**config.mk**
```make
export PLATFORM = sky130hd
export DESIGN_NAME = lsu_ctrl_flat
export DESIGN_NICKNAME = d
export VERILOG_FILES = /design/src/rtl/lsu_pkg.sv /design/src/rtl/lsu_ctrl_if.sv /design/src/rtl/lsu_stack_ptr.sv /design/src/rtl/lsu_ctrl.sv /design/src/flat_wrapper.sv
export SDC_FILE = /design/constraint.sdc
export NUM_CORES = 1
export LEC_CHECK = 0
export CORE_UTILIZATION = 30
export CTS_CLUSTER_DIAMETER = 60
export DETAILED_ROUTE_END_ITERATION = 8
export SYNTH_ARGS = -nofsm -noshare
export SYNTH_HDL_FRONTEND = slang
export SYNTH_SLANG_ARGS = --single-unit
```
**constraint.sdc**
```tcl
create_clock -name clk -period 3.4 [get_ports clk]
set_input_delay 0.34 -clock clk [delete_from_list [all_inputs] [get_ports clk]]
set_output_delay 0.34 -clock clk [all_outputs]
set_load 0.05 [all_outputs]
```
**src/rtl/lsu_pkg.sv**
```systemverilog
// Shared types and defaults for the load/store controller.
// Optional build macro: LSU_ALIGN_CHECK_EN (rejects odd-address pair ops).
package lsu_pkg;

   typedef enum logic [2:0] {
      OP_LOAD   = 3'b000,
      OP_STORE  = 3'b001,
      OP_PUSH   = 3'b010,
      OP_POP    = 3'b011,
      OP_LOADP  = 3'b100,
      OP_STOREP = 3'b101
   } op_t;

   typedef enum logic {
      ST_IDLE,
      ST_SECOND
   } state_t;

   localparam logic [7:0] SP_INIT_DEF  = 8'hFF;
   localparam logic [7:0] SP_LIMIT_DEF = 8'hC0;

endpackage

```
**src/rtl/lsu_ctrl_if.sv**
```systemverilog
// Execute-stage request / response handshake bundle.
interface lsu_ctrl_if;

   logic        req_valid;
   logic [2:0]  req_op;
   logic [7:0]  req_addr;
   logic [15:0] req_wdata;
   logic        req_ready;
   logic        rsp_valid;
   logic [15:0] rsp_rdata;
   logic        rsp_err;

   modport master (
      output req_valid, req_op, req_addr, req_wdata,
      input  req_ready, rsp_valid, rsp_rdata, rsp_err
   );

   modport slave (
      input  req_valid, req_op, req_addr, req_wdata,
      output req_ready, rsp_valid, rsp_rdata, rsp_err
   );

endinterface

```
**src/rtl/lsu_stack_ptr.sv**
```systemverilog
// Empty-descending stack pointer with overflow/underflow flags.
module lsu_stack_ptr
   import lsu_pkg::*;
#(
   parameter logic [7:0] SP_INIT  = SP_INIT_DEF,
   parameter logic [7:0] SP_LIMIT = SP_LIMIT_DEF
) (
   input  logic       clk,
   input  logic       reset,
   input  logic       push,
   input  logic       pop,
   output logic [7:0] sp,
   output logic [7:0] sp_inc,
   output logic       ovf,
   output logic       unf
);

   logic [7:0] sp_q;
   logic [7:0] sp_d;

   assign sp     = sp_q;
   assign sp_inc = sp_q + 8'd1;
   assign ovf    = (sp_q == SP_LIMIT);
   assign unf    = (sp_q == SP_INIT);

   always_comb begin
      sp_d = sp_q;
      if (push && !ovf) begin
         sp_d = sp_q - 8'd1;
      end else if (pop && !unf) begin
         sp_d = sp_inc;
      end
   end

   always_ff @(posedge clk) begin
      if (reset) begin
         sp_q <= SP_INIT;
      end else begin
         sp_q <= sp_d;
      end
   end

endmodule

```
**src/rtl/lsu_ctrl.sv**
```systemverilog
// Load/store controller in front of the 8-bit x 256 data memory.
// Define LSU_ALIGN_CHECK_EN to reject LOADP/STOREP at odd addresses.
module lsu_ctrl
   import lsu_pkg::*;
#(
   parameter logic [7:0] SP_INIT  = SP_INIT_DEF,
   parameter logic [7:0] SP_LIMIT = SP_LIMIT_DEF
) (
   input  logic         clk,
   input  logic         reset,
   lsu_ctrl_if.slave    bus,
   output logic [7:0]   sp,
   output logic [7:0]   mem_addr,
   output logic [7:0]   mem_dat_in,
   output logic         mem_wr_en,
   input  logic [7:0]   mem_dat_out
);

   state_t      state_q, state_d;
   logic        pair_st_q, pair_st_d;
   logic [7:0]  addr_q, addr_d;
   logic [7:0]  whi_q, whi_d;
   logic [7:0]  lo_q, lo_d;
   logic        rsp_valid_q, rsp_valid_d;
   logic        rsp_err_q, rsp_err_d;
   logic [15:0] rsp_rdata_q, rsp_rdata_d;

   logic        accept;
   logic        push, pop;
   logic        ovf, unf;
   logic        wr;
   logic        align_err;
   logic [7:0]  sp_inc;

   lsu_stack_ptr #(
      .SP_INIT  (SP_INIT),
      .SP_LIMIT (SP_LIMIT)
   ) u_sp (
      .clk    (clk),
      .reset  (reset),
      .push   (push),
      .pop    (pop),
      .sp     (sp),
      .sp_inc (sp_inc),
      .ovf    (ovf),
      .unf    (unf)
   );

`ifdef LSU_ALIGN_CHECK_EN
   assign align_err = bus.req_addr[0];
`else
   assign align_err = 1'b0;
`endif

   assign bus.req_ready = (state_q == ST_IDLE) && !reset;
   assign accept        = bus.req_valid && bus.req_ready;
   assign bus.rsp_valid = rsp_valid_q;
   assign bus.rsp_err   = rsp_err_q;
   assign bus.rsp_rdata = rsp_rdata_q;
   // A write left pending in SECOND must not land while reset is held.
   assign mem_wr_en     = wr && !reset;

   always_comb begin
      state_d     = state_q;
      pair_st_d   = pair_st_q;
      addr_d      = addr_q;
      whi_d       = whi_q;
      lo_d        = lo_q;
      rsp_valid_d = 1'b0;
      rsp_err_d   = 1'b0;
      rsp_rdata_d = 16'h0000;
      mem_addr    = 8'h00;
      mem_dat_in  = 8'h00;
      wr          = 1'b0;
      push        = 1'b0;
      pop         = 1'b0;

      if (state_q == ST_SECOND) begin
         state_d     = ST_IDLE;
         rsp_valid_d = 1'b1;
         mem_addr    = addr_q + 8'd1;
         if (pair_st_q) begin
            mem_dat_in = whi_q;
            wr         = 1'b1;
         end else begin
            rsp_rdata_d = {mem_dat_out, lo_q};
         end
      end else if (accept) begin
         rsp_valid_d = 1'b1;
         unique case (bus.req_op)
            OP_LOAD: begin
               mem_addr    = bus.req_addr;
               rsp_rdata_d = {8'h00, mem_dat_out};
            end
            OP_STORE: begin
               mem_addr   = bus.req_addr;
               mem_dat_in = bus.req_wdata[7:0];
               wr         = 1'b1;
            end
            OP_PUSH: begin
               if (ovf) begin
                  rsp_err_d = 1'b1;
               end else begin
                  mem_addr   = sp;
                  mem_dat_in = bus.req_wdata[7:0];
                  wr         = 1'b1;
                  push       = 1'b1;
               end
            end
            OP_POP: begin
               if (unf) begin
                  rsp_err_d = 1'b1;
               end else begin
                  mem_addr    = sp_inc;
                  rsp_rdata_d = {8'h00, mem_dat_out};
                  pop         = 1'b1;
               end
            end
            OP_LOADP, OP_STOREP: begin
               if (align_err) begin
                  rsp_err_d = 1'b1;
               end else begin
                  // Response is deferred until the high byte is done.
                  rsp_valid_d = 1'b0;
                  state_d     = ST_SECOND;
                  mem_addr    = bus.req_addr;
                  addr_d      = bus.req_addr;
                  whi_d       = bus.req_wdata[15:8];
                  pair_st_d   = (bus.req_op == OP_STOREP);
                  if (bus.req_op == OP_STOREP) begin
                     mem_dat_in = bus.req_wdata[7:0];
                     wr         = 1'b1;
                  end else begin
                     lo_d = mem_dat_out;
                  end
               end
            end
            default: begin
               rsp_err_d = 1'b1;
            end
         endcase
      end
   end

   always_ff @(posedge clk) begin
      if (reset) begin
         state_q     <= ST_IDLE;
         pair_st_q   <= 1'b0;
         addr_q      <= 8'h00;
         whi_q       <= 8'h00;
         lo_q        <= 8'h00;
         rsp_valid_q <= 1'b0;
         rsp_err_q   <= 1'b0;
         rsp_rdata_q <= 16'h0000;
      end else begin
         state_q     <= state_d;
         pair_st_q   <= pair_st_d;
         addr_q      <= addr_d;
         whi_q       <= whi_d;
         lo_q        <= lo_d;
         rsp_valid_q <= rsp_valid_d;
         rsp_err_q   <= rsp_err_d;
         rsp_rdata_q <= rsp_rdata_d;
      end
   end

endmodule
```
**src/flat_wrapper.sv**
```systemverilog
// flat-port wrapper written by rule: the top's interface ports become plain ports
module lsu_ctrl_flat import lsu_pkg::*;
#(
   parameter logic [7:0] SP_INIT  = SP_INIT_DEF,
   parameter logic [7:0] SP_LIMIT = SP_LIMIT_DEF
)
  (clk, reset, sp, mem_addr, mem_dat_in, mem_wr_en, mem_dat_out, bus_req_valid, bus_req_op, bus_req_addr, bus_req_wdata, bus_req_ready, bus_rsp_valid, bus_rsp_rdata, bus_rsp_err);
  lsu_ctrl_if bus_i ();
  input  logic clk;
  input  logic reset;
  output logic [7:0] sp;
  output logic [7:0] mem_addr;
  output logic [7:0] mem_dat_in;
  output logic mem_wr_en;
  input  logic [7:0] mem_dat_out;
  input wire logic [$bits(bus_i.req_valid)-1:0] bus_req_valid;
  input wire logic [$bits(bus_i.req_op)-1:0] bus_req_op;
  input wire logic [$bits(bus_i.req_addr)-1:0] bus_req_addr;
  input wire logic [$bits(bus_i.req_wdata)-1:0] bus_req_wdata;
  output wire logic [$bits(bus_i.req_ready)-1:0] bus_req_ready;
  output wire logic [$bits(bus_i.rsp_valid)-1:0] bus_rsp_valid;
  output wire logic [$bits(bus_i.rsp_rdata)-1:0] bus_rsp_rdata;
  output wire logic [$bits(bus_i.rsp_err)-1:0] bus_rsp_err;
  assign bus_i.req_valid = bus_req_valid;
  assign bus_i.req_op = bus_req_op;
  assign bus_i.req_addr = bus_req_addr;
  assign bus_i.req_wdata = bus_req_wdata;
  assign bus_req_ready = bus_i.req_ready;
  assign bus_rsp_valid = bus_i.rsp_valid;
  assign bus_rsp_rdata = bus_i.rsp_rdata;
  assign bus_rsp_err = bus_i.rsp_err;
  lsu_ctrl #(.SP_INIT(SP_INIT), .SP_LIMIT(SP_LIMIT)) u_core (.clk(clk), .reset(reset), .bus(bus_i), .sp(sp), .mem_addr(mem_addr), .mem_dat_in(mem_dat_in), .mem_wr_en(mem_wr_en), .mem_dat_out(mem_dat_out));
endmodule
```
# [After elaboration in Yosys (flattened, before gate mapping)]
# Cells that the tools add are included.
[word_totals] out_inout_bits=44 regBits=52
[classes] eq_ne=7 n_bitwise=3 reduce_logical=15 n_mux=38 add_sub_neg=3
[ops] operator="2-to-1 mux 8 bit" count=12
[ops] operator="2-to-1 mux 16 bit" count=3
[ops] operator="case mux 8 bit (3 select lines)" count=2
[ops] operator="case mux 16 bit (2 select lines)" count=1
[ops] operator="2-to-1 mux 1 bit" count=18
[ops] operator="adder 8 x 1 -> 8 bit, second input constant" count=2
[ops] operator="equality test 8 bit, second input constant" count=2
[ops] operator="subtractor 8 x 1 -> 8 bit, second input constant" count=1
[ops] operator="equality test 3 x 2 -> 1 bit, second input constant" count=2
[ops] operator="equality test 3 bit, second input constant" count=2
[ops] operator="case mux 1 bit (3 select lines)" count=2
[ops] operator="logical AND 1 bit" count=5
[ops] operator="AND reduction 4 bit" count=1
[ops] operator="OR reduction 4 bit" count=1
[ops] operator="equality test 3 x 1 -> 1 bit, second input constant" count=1
[ops] operator="logical NOT 1 bit" count=3
[ops] operator="logical NOT 3 bit" count=1
[ops] operator="inverter 1 bit" count=3
[ops] operator="AND reduction 3 bit" count=1
[ops] operator="OR reduction 3 bit" count=1
[ops] operator="nonzero test 2 bit" count=1
[ops] operator="OR reduction 2 bit" count=1

# [Depth between registers and ports, before layout]
# Gate-level depths: netlist (run 1).
[depth] word_depth=8 depth_mapped=7 mapped_depth_nobuf=6

# [Hierarchy]
# A second synthesis (run 1) with hierarchy kept.
[unflattened] hier_cells=306 hier_area_um2=2635.0
[by_module_without_submodules] mod="lsu_ctrl" area_each_um2=1899.3 n_inst=1 cells_each=214 seq_area_each_um2=880.8
[by_module_without_submodules] mod="lsu_stack_ptr" area_each_um2=735.7 n_inst=1 cells_each=92 seq_area_each_um2=160.2

# [Least setup slack after synthesis (run 1)]
# OpenSTA, ideal clock, no wires.
[synth_timing] path_kind="register to output" startpoint="register u_core.u_sp.sp_q[0] (netlist: u_core.u_sp.sp[0])" endpoint="output port mem_addr[1]" arrival_time_ps=2838 stages_incl_launch_ff=8 path_buffers=1 setup_slack_ps=222 cell_sequence="dfxtp_1 clkbuf_1 inv_1 ha_1 nand4b_1 o21a_1 a22oi_1 o21ai_0"
[synth_via] elab_chain_cells=5 elab_cells_between_ends=8 cone_classes="add/sub (1); eq/ne (2); mux (5)"
[synth_rtl] item="from (decl)" line_no="lsu_stack_ptr.sv:18" source="logic [7:0] sp_q;"
[synth_rtl] item="from (signal assigned)" line_no="lsu_stack_ptr.sv:39" source="sp_q <= sp_d;"
[synth_rtl] item="adder 8 x 1 -> 8 bit, or another cell as far along" line_no="lsu_stack_ptr.sv:22" source="assign sp_inc = sp_q + 8'd1;"
[synth_rtl] item="2-to-1 mux 8 bit, on equally long branches" line_no="lsu_ctrl.sv:111, lsu_ctrl.sv:101"
[synth_rtl] item="case mux 8 bit (3 select lines) *" line_no="lsu_ctrl.sv:90" source="unique case (bus.req_op)"
[synth_rtl] item="2-to-1 mux 8 bit *" line_no="lsu_ctrl.sv:88" source="end else if (accept) begin"
[synth_rtl] item="2-to-1 mux 8 bit *" line_no="lsu_ctrl.sv:78" source="if (state_q == ST_SECOND) begin"
[synth_rtl] item="to (decl)" line_no="flat_wrapper.sv:12" source="output logic [7:0] mem_addr;"
# Every way passes the cells marked *; elsewhere a longest branch is shown, timed or not.

# [Worst setup path in the final report (run 1)]
[layout_timing] startpoint="register u_core.u_sp.sp_q[0] (netlist: u_core.u_sp.sp[0])" endpoint="output port mem_dat_in[3]"
[layout_via] elab_chain_cells=5
[layout_rtl] item="equality test 8 bit" line_no="lsu_stack_ptr.sv:23" source="assign ovf = (sp_q == SP_LIMIT);"
[layout_rtl] item="2-to-1 mux 8 bit" line_no="lsu_ctrl.sv:101" source="if (ovf) begin"
[layout_rtl] item="case mux 8 bit (3 select lines)" line_no="lsu_ctrl.sv:90"
[layout_rtl] item="2-to-1 mux 8 bit" line_no="lsu_ctrl.sv:88"
[layout_rtl] item="2-to-1 mux 8 bit" line_no="lsu_ctrl.sv:78"
[layout_rtl] item="to (decl)" line_no="flat_wrapper.sv:13" source="output logic [7:0] mem_dat_in;"
# No other way between the ends.

==> impl_metrics.csv, run 1 <==
group,metric,value,unit
outcome,status,"finished, final reports clean",
cts,ctsResizeCount,0,
sta,finalClockSkew,8.65,ps
hold_path,holdCritPathClass,"reg2reg",
sta,max_slew_margin,35.6,%
detailed_routing,drtIter0Drc,198,
die,core_area,8680,um^2
sta,fin_crit,2920,ps
setup_path,path_cells,"inv_1, ha_1, nand4b_1, o21ai_0, a21oi_2, a22o_1, buf_12",
synth,syn-instance-count,324,
cells_and_area,layout.nets,436,
sta,finalSetupTns,0,ps
synth,synthArstFlopShare,0,%
detailed_routing,vias,2660,
cts,cts_hold_buf,0,
die,fp.dieH,96.7,um
synth,syn_nets,365,
cts,clkLatencyLatePin,300,ps
cts,cts.reportedPaths.clkPinSlew,90,ps
cts,clk_path_buf_depth,2,
sta,holdWs,462,ps
setup_path,crit_family,"compound AO/OA/AOI/OAI gates",
global_routing,grt.overflow.total,0,
cts,cts_root_buf,"clkbuf_8",
synth,synth_cell_type_count,58,
die,die_area,9340,um^2
die,die_w,96.7,um
setup_path,cp.arrival,2580,ps
cells_and_area,n_antenna_cell,0,
placed_design,hpwl,5.80,mm
cts,htree_levels,2,
cts,cts_tree,"built",
pwr,power,0.00127,W
synth,ys_seq_area_share,38.7,%
global_routing,grtUsageTotal,17.3,%
flow_run,drv_cap,0,
synth,avgSynthCellArea,8.29,um^2
global_routing,grt_pass1_vias,2646,
sta,finalHoldViolCount,0,
global_routing,antenna_found_initial,0,
placed_design,portBuffers,81,
die,rows,34,
cells_and_area,final_cells,502,
sta,fin_crit_sh,86.0,%
global_routing,grt_max_degree,35,
placed_design,routabilityCongestion,0.866,
synth,synth_edf_count,0,
detailed_routing,vias_per_cell,5.30,
detailed_routing,drc,0,
pwr,powerDensity,329,nW/um^2
cells_and_area,fin_util,44.3,%
detailed_routing,drt-pass1-iter-count,4,
detailed_routing,ant_nets,0,
pwr,irDropWorstVdd,160,uV
synth,netlist_area,2690,um^2
synth,ys_seq_elements,52,
placed_design,dp.cells,496,
detailed_routing,wl,7.85,mm
setup_path,crit_slowest_cell,"dfxtp_1",
setup_path,cp-end-kind,"output pin",
setup_path,criticalPathCategory,"reg2out",
pwr,p_leak,1.43,nW
cts,cts.sinks,52,
sta,setup_viol,0,
setup_path,slowest_delay,560,ps
hold_path,hold_depth,2,
global_routing,grt_pass1_wl,13.3,mm
cells_and_area,area_growth,43.2,%
setup_path,crit_buf_inv,2,
setup_path,required,3060,ps
synth,ys.flop_type,"dfxtp_1",
setup_path,r2r_cells,5,
synth,yosys_warnings,0,
sta,drv_slew,0,
sta,worstMarginPinSlew,959,ps
setup_path,path_depth,7,
detailed_routing,wl_per_cell,15.6,um
sta,fmax,342,MHz
setup_path,path_max_fanout,10,
setup_path,cp-start-kind,"register",
cells_and_area,layout-drive-gt1-share,8.88,%
die,start_util,31.0,%
cts,cts_setup_buffers,0,
cts,cts_buffers,5,
die,pin_count,82,
sta,rsz0062_at_grt,"false",
-- logic make-up (layout without fill, tap and decap cells) --
| logic type | Yosys count | count (layout) | synth area share, % |
|---|---|---|---|
| flops | 52 | 52 | 38.7 |
| xor+xnor | 10 | 10 | 3.26 |
| compound gates | 103 | 103 | 27.1 |
| fa+ha+maj | 3 | 3 | 1.40 |
| mux | 4 | 4 | 1.49 |
| simple gates | 120 | 120 | 22.8 |
| buf+inv | 32 | 102 | 5.21 |
-- cells in the final DEF, fill, tap and decap left out, types with 4 or more instances in the layout --
master,count
clkdlybuf4s50_1,64
nand2_1,53
dfxtp_1,52
a21oi_1,30
o21ai_0,17
a22o_1,17
buf_12,17
and2_1,11
nand3_1,8
nor2_1,8
buf_4,8
xnor2_1,7
nor3_1,7
inv_1,6
and3_1,6
clkbuf_8,5
nor3b_1,4
mux2i_1,4
o2111ai_1,4
-- final cells by class --
cell class	instances	area [um^2]
inverters	7	26.3
repair buffers	89	1040
clock buffers	5	68.8
multi-input cells	240	1510
fillers	882	4830
flip-flops and latches	52	1040
well taps	108	135
clock inverters	1	30.0
-- path summary, 6_finish.rpt --
| check | start | endpoint | slack [ps] |
|---|---|---|---|
| hold / removal | u_core.whi_q[6] | u_core.whi_q[6] | 460 |
| setup / recovery | u_core.u_sp.sp[0] | mem_dat_in[3] | 480 |
| hold reg to reg | u_core.whi_q[6] | u_core.whi_q[6] | 460 |
| setup reg to reg | u_core.state_q | u_core.lo_q[2] | 1210 |
-- flip-flops by register name, summed over array words and instances (netlist names) --
name,count
u_core.addr_q,8
u_core.bus.rsp_err,1
u_core.u_sp.sp,8
u_core.lo_q,8
u_core.state_q,1
u_core.bus.rsp_rdata,16
u_core.whi_q,8
u_core.pair_st_q,1
u_core.bus.rsp_valid,1
-- synthesized netlist by cell type (2+ instances only) --
cell / n / share of area [%]
nand4_1: 3 / 0.70
a221o_1: 2 / 0.74
nor2b_1: 2 / 0.47
xor2_1: 3 / 0.98
nand2_1: 53 / 7.4
xnor2_1: 7 / 2.3
buf_2: 4 / 0.74
and3_1: 6 / 1.4
o21ai_0: 17 / 3.2
a2111o_1: 2 / 0.84
a22oi_1: 2 / 0.56
nor3b_1: 4 / 1.1
clkbuf_1: 18 / 2.5
mux2i_1: 4 / 1.5
or3_1: 3 / 0.70
o2111ai_1: 4 / 1.3
inv_1: 6 / 0.84
o22ai_1: 2 / 0.47
a21oi_1: 30 / 5.6
a21boi_0: 2 / 0.56
o211a_1: 2 / 0.74
buf_6: 2 / 0.84
a211oi_1: 3 / 0.84
nand2b_1: 3 / 0.70
a221oi_1: 2 / 0.65
o211ai_1: 3 / 0.84
nand3_1: 8 / 1.5
nor2_1: 8 / 1.1
a22o_1: 17 / 5.5
nand3b_1: 2 / 0.56
o21a_1: 2 / 0.56
ha_1: 3 / 1.4
dfxtp_1: 52 / 39
and3b_1: 3 / 0.98
nor3_1: 7 / 1.3
and2_1: 11 / 2.6
-- per-stage QoR --
| step | instance area (um^2) | setup slack (ps) |
|---|---|---|
| global placement | 3750 | 601 |
| CTS | 3850 | 472 |
| finish | 3850 | 475 |
| global route | 3850 | 309 |
| detailed placement | 3750 | 589 |
| floorplan | 2690 | 222 |
-- power by group --
part,internal [W],switching [W],leakage (nW)
Sequential,0.000619,0.00000913,0.421
Combinational,0.000106,0.000122,0.962
Clock,0.000212,0.000198,0.0501
-- layer usage --
| metal | part of all wire (%) | vias up | track usage [%] |
|---|---|---|---|
| met3 | 5.5 | 5 | 3.03 |
| met5 | 0 | - | 0 |
| met4 | 0.65 | 0 | 3.67 |
| met1 | 49 | 1248 | 24.1 |
| li1 | - | 1313 | - |
| met2 | 45 | 94 | 28.0 |
-- worst min-delay path, delay by kind of cell (launching register included) --
| kind | cells | cell delay [ps] |
|---|---|---|
| DFF | 1 | 320 |
| and+or+nand+nor | 1 | 50 |
| AOI/OAI and AO/OA | 1 | 50 |
Power figures use the tool's default switching activity.
==> run 2: changes to the inputs <==
--- a/config.mk
+++ b/config.mk
@@ -8,6 +8,8 @@
 export CORE_UTILIZATION = 30
 export CTS_CLUSTER_DIAMETER = 60
 export DETAILED_ROUTE_END_ITERATION = 8
+export REMOVE_ABC_BUFFERS = 1
+export SKIP_CTS_REPAIR_TIMING = 1
 export SYNTH_ARGS = -nofsm -noshare
 export SYNTH_HDL_FRONTEND = slang
 export SYNTH_SLANG_ARGS = --single-unit
==> impl_metrics.csv, run 2 (synthesized netlist as in run 1, its figures left out) <==
group,metric,value,unit
outcome,status,"finished, final reports clean",
die,die_w,96.7,um
setup_path,criticalPathCategory,"reg2out",
die,pin_count,82,
detailed_routing,drtIter0Drc,175,
detailed_routing,ant_nets,0,
flow_run,drv_cap,0,
setup_path,cp.arrival,2720,ps
setup_path,cp-end-kind,"output pin",
cells_and_area,area_growth,43.6,%
setup_path,path_cells,"ha_1, nand3_1, or3_1, a211oi_1, a221o_1, buf_12",
setup_path,reg2reg_from,"u_core.u_sp.sp[0]",
cts,clk_path_buf_depth,2,
sta,finalHoldViolCount,0,
setup_path,crit_slowest_cell,"dfxtp_1",
pwr,irDropWorstVdd,223,uV
pwr,swShare,29.4,%
placed_design,place_ws,705,ps
die,rows,34,
cells_and_area,nFillCells,899,
die,fp.dieH,96.7,um
cts,cts.reportedPaths.clkPinSlew,110,ps
placed_design,routabilityCongestion,0.848,
pwr,power,0.00124,W
setup_path,crit_buf_inv,1,
setup_path,slowest_delay,590,ps
global_routing,grt_pass1_vias,2684,
hold_path,hold_start,"u_core.whi_q[0]",
pwr,combPwrFrac,18.4,%
cts,htree_levels,2,
sta,finalClockSkew,3.43,ps
cts,cts_tree,"built",
hold_path,holdCritPathClass,"reg2reg",
sta,setup_ws,335,ps
pwr,p_int,0.000877,W
placed_design,dpl-instance-area,3760,um^2
cells_and_area,layout.nets,437,
cts,cts_root_buf,"clkbuf_8",
die,core_area,8680,um^2
sta,finalSetupTns,0,ps
setup_path,crit_family,"simple AND/OR/NAND/NOR gates",
global_routing,grt.overflow.total,0,
global_routing,grtUsageTotal,17.5,%
sta,setup_viol,0,
sta,rsz0062_at_grt,"false",
sta,fmax,326,MHz
global_routing,grt_pass1_wl,13.3,mm
sta,drv_slew,0,
sta,fin_crit_sh,90.1,%
cells_and_area,stdcell_area,3860,um^2
cells_and_area,final_cell_mix,"clkdlybuf4s50_1, nand2_1, dfxtp_1",
cells_and_area,layout-drive-gt1-share,9.82,%
sta,worstMarginPinSlew,819,ps
detailed_routing,drc,0,
pwr,power_switching,0.000366,W
setup_path,startpoint,"u_core.u_sp.sp[0]",
pwr,seq_power_share,50.6,%
cts,cts.sinks,52,
pwr,p_leak,1.43,nW
sta,holdWs,459,ps
die,die_area,9340,um^2
global_routing,grt_max_degree,27,
detailed_routing,vias_per_cell,5.27,
sta,fin_crit,3060,ps
pwr,pwr-share-clk,30.9,%
detailed_routing,vias,2659,
setup_path,required,3060,ps
sta,max_slew_margin,45.1,%
cts,clkLatencyLatePin,310,ps
cells_and_area,layout_commonest_cell,"clkdlybuf4s50_1",
setup_path,cp-start-kind,"register",
setup_path,path_max_fanout,10,
pwr,powerDensity,322,nW/um^2
cells_and_area,n_antenna_cell,0,
global_routing,antenna_found_initial,0,
die,start_util,31.0,%
detailed_routing,drt-pass1-iter-count,6,
detailed_routing,wl_per_cell,15.7,um
placed_design,hpwl,5.74,mm
cts,cts_buffers,5,
placed_design,portBuffers,81,
cells_and_area,largest_register_ffs,16,
detailed_routing,wl,7.92,mm
## run 2: per-stage QoR
| stage | instances | util, % |
|---|---|---|
| detailed placement | 497 | 43.4 |
| global placement | 497 | 43.4 |
| CTS | 505 | 44.5 |
| floorplan | 299 | - |
| finish | 505 | 44.5 |
| global route | 505 | 44.5 |
## run 2: tightest hold or removal path: cells and delay by family, from the launching register on
kind / cells / cell delay [ps]
and+or+nand+nor: 1 / 50
DFF: 1 / 320
AOI/OAI and AO/OA: 1 / 50
## run 2: worst paths after layout
kind         cells after the start  slack (ps)                 to
max                              6         340        mem_addr[6]
min                              2         460    u_core.whi_q[0]
max reg2reg                      5        1190  u_core.u_sp.sp[4]
min reg2reg                      2         460    u_core.whi_q[0]
## run 2: area by class of cell
cell class                      count  area (um^2)  area share (%)
Inverter                            7         26.3           0.681
Sequential cell                    52         1040            27.0
Tap cell                          108          135            3.50
Multi-Input combinational cell    240         1510            39.2
Clock inverter                      3         27.5           0.713
Timing Repair Buffer               90         1050            27.2
Clock buffer                        5         68.8            1.78
## run 2: power by group through the flow
stage	Clock (W)	Sequential (W)	Combinational (W)
after floorplan	0	0.000657	0.0000873
after global placement	0	0.000643	0.000228
after detailed placement	0	0.000643	0.000229
after CTS	0.000403	0.000629	0.000230
after global routing	0.000417	0.000631	0.000245
final	0.000385	0.000629	0.000229
## run 2: metal layers
| layer | vias to the layer above | global-route usage (%) | share of wire, % |
|---|---|---|---|
| li1 | 1318 | - | - |
| met1 | 1238 | 21.4 | 43 |
| met2 | 90 | 29.5 | 49 |
| met3 | 13 | 3.32 | 5.5 |
| met4 | 0 | 8.50 | 2.3 |
| met5 | - | 0 | 0 |
==> run 3: changes to the inputs <==
--- a/config.mk
+++ b/config.mk
@@ -5,6 +5,7 @@
 export SDC_FILE = /design/constraint.sdc
 export NUM_CORES = 1
 export LEC_CHECK = 0
+export CORE_ASPECT_RATIO = 0.5
 export CORE_UTILIZATION = 30
 export CTS_CLUSTER_DIAMETER = 60
 export DETAILED_ROUTE_END_ITERATION = 8
==> impl_metrics.csv, run 3 (synthesized netlist as in run 1, its figures left out) <==
group,metric,value,unit
outcome,status,"finished, final reports clean",
cells_and_area,nFillCells,825,
sta,worstMarginPinSlew,837,ps
setup_path,startpoint,"u_core.u_sp.sp[0]",
sta,finalClockSkew,7.48,ps
sta,finalHoldViolCount,0,
die,die_area,9360,um^2
cells_and_area,stdcell_area,3920,um^2
cts,cts_root_buf,"clkbuf_16",
setup_path,regToRegSetupSlack,1150,ps
sta,fmax,343,MHz
die,die_w,136,um
placed_design,hpwl,5.85,mm
pwr,p_leak,1.46,nW
global_routing,grtUsageTotal,17.7,%
setup_path,criticalPathCategory,"reg2out",
global_routing,grt.overflow.total,0,
detailed_routing,wl_per_cell,16.0,um
setup_path,cp-start-kind,"register",
die,rows,23,
cts,clk_path_buf_depth,2,
cts,cts.sinks,52,
placed_design,dpl-instance-area,3750,um^2
hold_path,hold_start,"u_core.whi_q[6]",
pwr,powerDensity,369,nW/um^2
setup_path,r2r_cells,6,
placed_design,portBuffers,81,
setup_path,path_max_fanout,10,
cells_and_area,area_growth,45.9,%
setup_path,cp.arrival,2570,ps
flow_run,drv_cap,0,
sta,rsz0062_at_grt,"false",
cts,htree_levels,2,
cells_and_area,multi_input_area,1510,um^2
global_routing,grt_pass1_wl,12.7,mm
sta,drv_slew,0,
setup_path,reg2reg_from,"u_core.u_sp.sp[0]",
sta,finalSetupTns,0,ps
detailed_routing,vias_per_cell,5.22,
hold_path,min_to,"u_core.whi_q[6]",
detailed_routing,drt-pass1-iter-count,4,
detailed_routing,wl,8.10,mm
sta,max_slew_margin,43.9,%
detailed_routing,drc,0,
cells_and_area,layout_commonest_cell,"clkdlybuf4s50_1",
cts,cts_tree,"built",
detailed_routing,ant_nets,0,
hold_path,hold_depth,2,
setup_path,required,3060,ps
setup_path,cp-end-kind,"output pin",
cells_and_area,final_cell_mix,"clkdlybuf4s50_1, nand2_1, dfxtp_1",
die,core_area,8350,um^2
cells_and_area,n_antenna_cell,0,
cts,cts.reportedPaths.clkPinSlew,70,ps
cells_and_area,layout.nets,435,
global_routing,antenna_found_initial,0,
hold_path,holdCritPathClass,"reg2reg",
die,pin_count,82,
placed_design,routabilityCongestion,0.847,
detailed_routing,vias,2646,
sta,setup_viol,0,
setup_path,reg2reg_to,"u_core.u_sp.sp[4]",
cells_and_area,ff_latch_area,1040,um^2
cells_and_area,largest_register_ffs,16,
sta,fin_crit_sh,85.6,%
global_routing,grt_pass1_vias,2511,
detailed_routing,drtIter0Drc,190,
cts,clkLatencyLatePin,300,ps
global_routing,grt_max_degree,36,
pwr,irDropWorstVdd,194,uV
sta,fin_crit,2910,ps
cells_and_area,layout-drive-gt1-share,9.11,%
die,start_util,32.2,%
die,fp.dieH,68.9,um
cts,cts_buffers,5,
## run 3: cell count changes in the layout (fill, tap and decap cells not counted), sizes merged
| cell | delta |
|---|---|
| buf | -2 |
| bufinv | +1 |
| clkbuf | +1 |
| clkinv | -1 |
| clkinvlp | -1 |
## run 3: layout make-up
class,count,area share [%]
Clock buffer,6,3.29
Sequential cell,52,26.6
Tap cell,112,3.57
Clock inverter,2,0.989
Timing Repair Buffer,88,26.4
Multi-Input combinational cell,240,38.6
Inverter,7,0.670
## run 3: metal layers
layer  part of all wire (%)  GRT usage (%)
met1                     47           23.3
met3                    5.3           4.24
met5                      0              0
met4                   0.57           4.03
met2                     47           29.6
## run 3: power breakdown
| group | leakage, nW | switching [W] | internal [W] |
|---|---|---|---|
| combinational | 0.959 | 0.000122 | 0.000105 |
| sequential | 0.421 | 0.00000976 | 0.000619 |
| clock | 0.0815 | 0.000241 | 0.000351 |
| total | 1.46 | 0.000373 | 0.00108 |
## run 3: through the flow
step / hold WS [ps] / setup slack [ps] / utilization [%] / total power, W / cells
finish: 457 / 488 / 47.0 / 0.00145 / 507
global route: 486 / 303 / 47.0 / 0.00151 / 507
CTS: 459 / 499 / 47.0 / 0.00146 / 507
detailed placement: 450 / 575 / 45.0 / 0.000870 / 499
global placement: 444 / 628 / 45.0 / 0.000869 / 499
floorplan: 409 / 320 / - / 0.000744 / 299
## run 3: worst max-delay path by stage
stage,endpoint,slack [ps],cells past startpoint
2_1_floorplan,mem_addr[1],320,6
3_3_place_gp,mem_dat_in[2],630,7
3_5_place_dp,mem_dat_in[6],580,7
4_1_cts,mem_dat_in[6],500,7
5_1_grt,mem_dat_in[7],300,7
6_report,mem_dat_in[6],490,7
## run 3: worst max-delay path: stages (launching register included)
cell and delay (ps):
dfxtp_1 530, inv_1 110, ha_1 260, nand4b_1 280, o21ai_0 190, a21oi_2 470
a22o_1 280, buf_12 150
